<file path="src/rtl/mips_bus_pkg.sv">
// Purpose: constants shared by the 8-to-1 result selector and the 1-to-8 distributor.
// Latency: n/a (constants and a combinational helper only).
// Backpressure: n/a.
// Contents: NCH, SEL_W, WIDTH, PEND_W and a popcount helper sized for the channel vector.
package mips_bus_pkg;

  localparam int NCH    = 8;
  localparam int SEL_W  = 3;
  localparam int WIDTH  = 32;
  localparam int PEND_W = 4;

  // Number of set bits in a channel vector; result fits 0..NCH in PEND_W bits.
  function automatic logic [PEND_W-1:0] popcount(input logic [NCH-1:0] v);
    logic [PEND_W-1:0] n;
    n = '0;
    for (int i = 0; i < NCH; i++) begin
      n = n + {{(PEND_W-1){1'b0}}, v[i]};
    end
    return n;
  endfunction

endpackage

</file>
<file path="src/rtl/demux_slot_32.sv">
// Purpose: one-entry channel buffer holding a word until its consumer acks it.
// Latency: one cycle from i_load to o_vld/o_dat visible.
// Backpressure: caller loads only when free or acked this cycle; load wins over ack.
// Ports:
//   clk, rst_n       clock, async active-low reset
//   i_load, i_dat    write a new word into the buffer
//   i_ack            consumer takes the held word (ignored when empty)
//   o_dat, o_vld     held word (kept after drain) and occupancy flag
module demux_slot_32
  import mips_bus_pkg::*;
#(
  parameter int W = WIDTH
) (
  input  logic         clk,
  input  logic         rst_n,
  input  logic         i_load,
  input  logic         i_ack,
  input  logic [W-1:0] i_dat,
  output logic [W-1:0] o_dat,
  output logic         o_vld
);

  logic [W-1:0] r_dat;
  logic         r_vld;

  always_ff @(posedge clk or negedge rst_n) begin
    if (!rst_n) begin
      r_dat <= '0;
      r_vld <= 1'b0;
    end else if (i_load) begin
      // A load in the same cycle as an ack refills with no bubble.
      r_dat <= i_dat;
      r_vld <= 1'b1;
    end else if (i_ack) begin
      // Data is deliberately left in place; only the flag drops.
      r_vld <= 1'b0;
    end
  end

  assign o_dat = r_dat;
  assign o_vld = r_vld;

endmodule

</file>
<file path="src/rtl/demux1to8_32_buf.sv">
// Purpose: registered 1-to-8 distributor; routes one word per cycle to channel sel.
// Latency: one cycle from accept to o_valid[sel]/o{sel} visible.
// Backpressure: in_ready drops while the selected channel is full and unacked.
// Ports:
//   clk, rst_n              clock, async active-low reset
//   in_valid, in_ready      producer handshake (in_ready is combinational from sel/o_valid/o_ack)
//   sel, x                  destination channel and word
//   o0..o7, o_valid, o_ack  per-channel data, occupancy and consumer acknowledge
//   pending, busy           registered count of occupied channels and its non-zero flag
module demux1to8_32_buf
  import mips_bus_pkg::*;
#(
  parameter int WIDTH = mips_bus_pkg::WIDTH,
  parameter int NCH   = mips_bus_pkg::NCH
) (
  input  logic              clk,
  input  logic              rst_n,
  input  logic              in_valid,
  output logic              in_ready,
  input  logic [SEL_W-1:0]  sel,
  input  logic [WIDTH-1:0]  x,
  output logic [WIDTH-1:0]  o0,
  output logic [WIDTH-1:0]  o1,
  output logic [WIDTH-1:0]  o2,
  output logic [WIDTH-1:0]  o3,
  output logic [WIDTH-1:0]  o4,
  output logic [WIDTH-1:0]  o5,
  output logic [WIDTH-1:0]  o6,
  output logic [WIDTH-1:0]  o7,
  output logic [NCH-1:0]    o_valid,
  input  logic [NCH-1:0]    o_ack,
  output logic [PEND_W-1:0] pending,
  output logic              busy
);

  logic [NCH-1:0]    w_sel_oh;
  logic              w_accept;
  logic [NCH-1:0]    w_load;
  logic [NCH-1:0]    w_drain;
  logic [NCH-1:0]    w_vld;
  logic [WIDTH-1:0]  w_dat [NCH];
  logic [PEND_W-1:0] w_pend_nxt;
  logic [PEND_W-1:0] r_pending;
  logic              r_busy;

  // Ack-to-ready is a combinational path on purpose: a full channel that is
  // being drained this cycle can be refilled in the same cycle.
  assign in_ready = ~w_vld[sel] | o_ack[sel];
  assign w_accept = in_valid & in_ready;

  always_comb begin
    w_sel_oh      = '0;
    w_sel_oh[sel] = 1'b1;
  end

  assign w_load  = w_sel_oh & {NCH{w_accept}};
  assign w_drain = w_vld & o_ack;

  for (genvar k = 0; k < NCH; k++) begin : g_slot
    demux_slot_32 #(.W(WIDTH)) u_slot (
      .clk    (clk),
      .rst_n  (rst_n),
      .i_load (w_load[k]),
      .i_ack  (o_ack[k]),
      .i_dat  (x),
      .o_dat  (w_dat[k]),
      .o_vld  (w_vld[k])
    );
  end

  // A load and a drain of the same channel cancel, so the count stays put.
  assign w_pend_nxt = r_pending + {{(PEND_W-1){1'b0}}, w_accept} - popcount(w_drain);

  always_ff @(posedge clk or negedge rst_n) begin
    if (!rst_n) begin
      r_pending <= '0;
      r_busy    <= 1'b0;
    end else begin
      r_pending <= w_pend_nxt;
      r_busy    <= (w_pend_nxt != '0);
    end
  end

  always @(posedge clk) begin
    if (rst_n) begin
      assert (r_pending == popcount(w_vld));
    end
  end

  assign o_valid = w_vld;
  assign pending = r_pending;
  assign busy    = r_busy;

  assign o0 = w_dat[0];
  assign o1 = w_dat[1];
  assign o2 = w_dat[2];
  assign o3 = w_dat[3];
  assign o4 = w_dat[4];
  assign o5 = w_dat[5];
  assign o6 = w_dat[6];
  assign o7 = w_dat[7];

endmodule

</file>
<file path="config.mk">
export PLATFORM = sky130hd
export DESIGN_NAME = demux1to8_32_buf
export DESIGN_NICKNAME = d
export VERILOG_FILES = /design/src/rtl/mips_bus_pkg.sv /design/src/rtl/demux_slot_32.sv /design/src/rtl/demux1to8_32_buf.sv
export SDC_FILE = /design/constraint.sdc
export NUM_CORES = 1
export LEC_CHECK = 0
export CAP_MARGIN = 40
export CORE_ASPECT_RATIO = 1.5
export CORE_MARGIN = 10
export CORE_UTILIZATION = 40
export CTS_BUF_LIST = sky130_fd_sc_hd__clkbuf_8
export CTS_CLUSTER_SIZE = 16
export DETAILED_ROUTE_END_ITERATION = 8
export PLACE_DENSITY = 0.78
export RECOVER_POWER = 25
export SLEW_MARGIN = 10
export SYNTH_ARGS = -nofsm -noshare
export SYNTH_HDL_FRONTEND = slang
export SYNTH_SLANG_ARGS = --single-unit
</file>
<file path="constraint.sdc">
create_clock -name clk -period 9.5 [get_ports clk]
set_clock_uncertainty 0.05 [all_clocks]
set_input_delay 1.425 -clock clk [delete_from_list [all_inputs] [get_ports clk]]
set_output_delay 1.425 -clock clk [all_outputs]
set_load 0.05 [all_outputs]
</file>
==> key figures <==
Clocking
  – CTS tree: done
  – Post-CTS Setup Bufs: 0
  – Num CTS Buffers: 43
  – Clock Pin Slew Worst Setup and Hold Paths: 0.06 ns
  – CTS Sinks: 269
  – Skew-Pair Late Insertion Delay: 0.54 ns
  – H-Tree Depth: 2
  – Post-CTS sizing: 0
  – Clock Tree Buf Depth: 3
  – Root Driver: clkbuf_8
  – Cts hold-fix bufs: 0

Logic synthesis
  – Adder-Cell Fraction of Synth Area: 1.90%
  – Ys flop type: dfrtp_1
  – Mean Syn Cell Area: 17.1 um2
  – Synth Area in Simple Gates: 2.31%
  – Post-synthesis instance total: 641
  – Post-synth EDFFs: 0
  – Netlist cell types: 36
  – Fraction of registers with async set/reset: 100%
  – FF+latch count, synth: 269
  – Mapped Area: 11000 um2
  – Xor/xnor cell area share of the yosys netlist: 0.240%
  – Syn nets: 700
  – Synth warn: 0
  – Post-synthesis compound-gate area fraction: 0.799%
  – Mux contribution to synthesized area: 30.0%
  – Seq/Total Area, Yosys: 61.4%
  – Main combinational cell family by area after synthesis: multiplexers

Power
  – Leakage dissipation: 6.69 nW
  – Switching power: 1.93 mW
  – Power Total: 4.62 mW
  – Switching share of power: 41.8%
  – Seq pwr share: 34.0%
  – Clock group share of total power: 20.8%
  – Cell Pwr Density: 303 nW/um2
  – Worst IR Drop VDD: 0.000202 V
  – Pint: 2.69 mW
  – Logic gate share of total power: 45.2%

Layout
  – Area of the multi-input gates: 3860 um2
  – FILL cells: 2186
  – Register Area: 6730 um2
  – Area grow syn2layout: 39.4%
  – Nets: 1042
  – Non-Filler Instances: 1353
  – Fin util: 56.3%
  – Share of post-route cells with drive strength above 1: 33.1%
  – Post-route cell area: 15300 um2
  – # diodes: 0

Global routing
  – First-pass GRT wire length: 47700 um
  – Total grt overflow: 0
  – GRT Util Overall: 17.9%
  – Largest net degree at the start of global routing: 138
  – Vias in the first global route: 7506
  – Initial antenna violation count: 0

Floorplanning
  – Initial Util: 40.4%
  – Core area: 27100 um2
  – Rows: 74
  – Die W: 155 um
  – IO Count: 316
  – Die Y: 223 um
  – DIE AREA: 34600 um2

Worst setup path
  – CP cell instances: clkdlybuf4s50_1, mux4_1, mux2i_1, o31a_1, inv_2, clkdlybuf4s50_1
  – Crit path DAT: 4.53 ns
  – Worst stage delay on the critical path: 0.80 ns
  – Crit-path max FO: 12
  – CP most frequent cell: clkdlybuf4s50_1
  – Worst Setup Start Kind: input port
  – CP endpoint kind: output port
  – Critical setup path kind: in -> out
  – WP data required: 8.03 ns
  – Kind of cell adding the most delay to the critical path: buffers and inverters
  – CP bufs+invs: 3
  – CP max stage cell: clkdlybuf4s50_1

Placed design
  – Placed inst area: 14400 um2
  – Final GP Congestion: 0.773
  – Final HPWL DP: 22800 um
  – Placed cells: 1280
  – Port bufs: 315
  – Place WS: 3.49 ns

Timing
  – Final hold slack: 0.434 ns
  – Fin Setup TNS: 0 ns
  – Rel. slew slack: -118%
  – Period minus WS final: 6.00 ns
  – Worst-Margin Slew: 3.28 ns
  – Slew Viols, Final: 96
  – Final WS setup: 3.50 ns
  – Setup Viol. Count Final: 0
  – Final hold violations: 0
  – Final worst-path cycle share: 63.2%
  – Unrepaired setup endpoints after global routing: no
  – FMAX: 167 MHz

Routing
  – TritonRoute pass-1 iters: 4
  – Total number of vias: 6725
  – Via/cell ratio: 4.97
  – WL per Instance: 23.0 um
  – Antenna Nets Post-Route: 0
  – DRT Wirelength: 31200 um
  – 1st-iter DRT viols: 224
  – DRC: 0

Outcome
  – Outcome: finished, violations left
  – Failing checks: max-capacitance violations, max-slew violations

Worst hold path
  – HP Class: reg -> reg

Run
  – # Max-Cap Violations: 2
[cell families (layout without fill, tap and decap cells)]
group | count (synthesis) | after routing
xor+xnor | 3 | 3
flops | 269 | 269
simple gates | 27 | 27
buf+inv | 56 | 426
mux | 261 | 261
compound gates | 12 | 12
fa+ha+maj | 13 | 13
[worst paths after layout]
check	start	end	slack, ns	cells after the start
setup / recovery	sel[2]	in_ready	3.50	6
hold / removal	g_slot[4].u_slot.o_dat[18]$_DFFE_PN0P_	g_slot[4].u_slot.o_dat[18]$_DFFE_PN0P_	0.43	1
setup reg to reg	g_slot[7].u_slot.o_vld$_DFFE_PN0P_	busy$_DFF_PN0_	5.76	13
hold reg to reg	g_slot[4].u_slot.o_dat[18]$_DFFE_PN0P_	g_slot[4].u_slot.o_dat[18]$_DFFE_PN0P_	0.43	1
max in group asynchronous	rst_n	g_slot[4].u_slot.o_dat[22]$_DFFE_PN0P_	4.80	2
min in group asynchronous	rst_n	g_slot[5].u_slot.o_dat[28]$_DFFE_PN0P_	0.92	1
[sequential cells by signal (all words and copies together), names as in the netlist]
register             cells
busy                     1
g_slot.u_slot.o_dat    256
g_slot.u_slot.o_vld      8
pending                  4
[layout by cell type, fill, tap and decap left out, types with 7 or more instances in the layout]
cell / count
mux2_2: 159
clkdlybuf4s50_1: 314
a21o_1: 7
buf_4: 11
dfrtp_1: 269
ha_1: 7
mux2_1: 10
nand2_1: 7
inv_1: 32
clkbuf_8: 52
mux2_4: 87
[worst reg2reg max path, cell delays in order (launching register included)]
cell	delay (ns)
dfrtp_1	0.43
and2_1	0.18
fa_1	0.41
fa_1	0.49
inv_1	0.05
fa_1	0.35
inv_1	0.08
fa_1	0.42
inv_1	0.07
ha_1	0.23
ha_1	0.21
xor2_1	0.15
xnor2_1	0.13
or4_1	0.39
[metal layers]
metal | track usage (%) | wire length (um) | up-vias
met2 | 32.7 | 17100 | 228
met3 | 6.01 | 2300 | 57
met4 | 6.84 | 989 | 0
li1 | - | - | 2918
met1 | 18.1 | 10800 | 3522
met5 | 0 | 0 | -
[synthesized netlist by cell type (all sizes together) (2+ instances only)]
library cell | n | share of area (%)
nor4 | 2 | 0.39
xnor2 | 2 | 0.16
nand2 | 7 | 0.24
inv | 20 | 0.69
and2 | 6 | 0.34
ha | 7 | 0.80
nand4 | 2 | 0.17
buf | 35 | 2.5
mux4 | 2 | 0.45
fa | 6 | 1.1
nor3 | 3 | 0.45
mux2 | 256 | 29
mux2i | 3 | 0.27
a21o | 7 | 0.48
dfrtp | 269 | 61
[final cells by class]
class / count / area share [%]
clock buffer: 52 / 4.69
clock inverter: 21 / 0.778
inverter: 20 / 0.492
multi-input combinational: 316 / 25.3
sequential: 269 / 44.1
tap: 342 / 2.80
timing repair buffer: 333 / 21.9
[power groups by stage]
stage / Clock [mW] / Combinational (mW) / Sequential [mW]
2_1_floorplan: 0 / 0.371 / 2.55
3_3_place_gp: 0 / 2.09 / 1.58
3_5_place_dp: 0 / 2.11 / 1.59
4_1_cts: 0.995 / 2.12 / 1.57
5_1_grt: 1.04 / 2.17 / 1.61
6_report: 0.960 / 2.09 / 1.57
(Power assumes the default switching activity.)
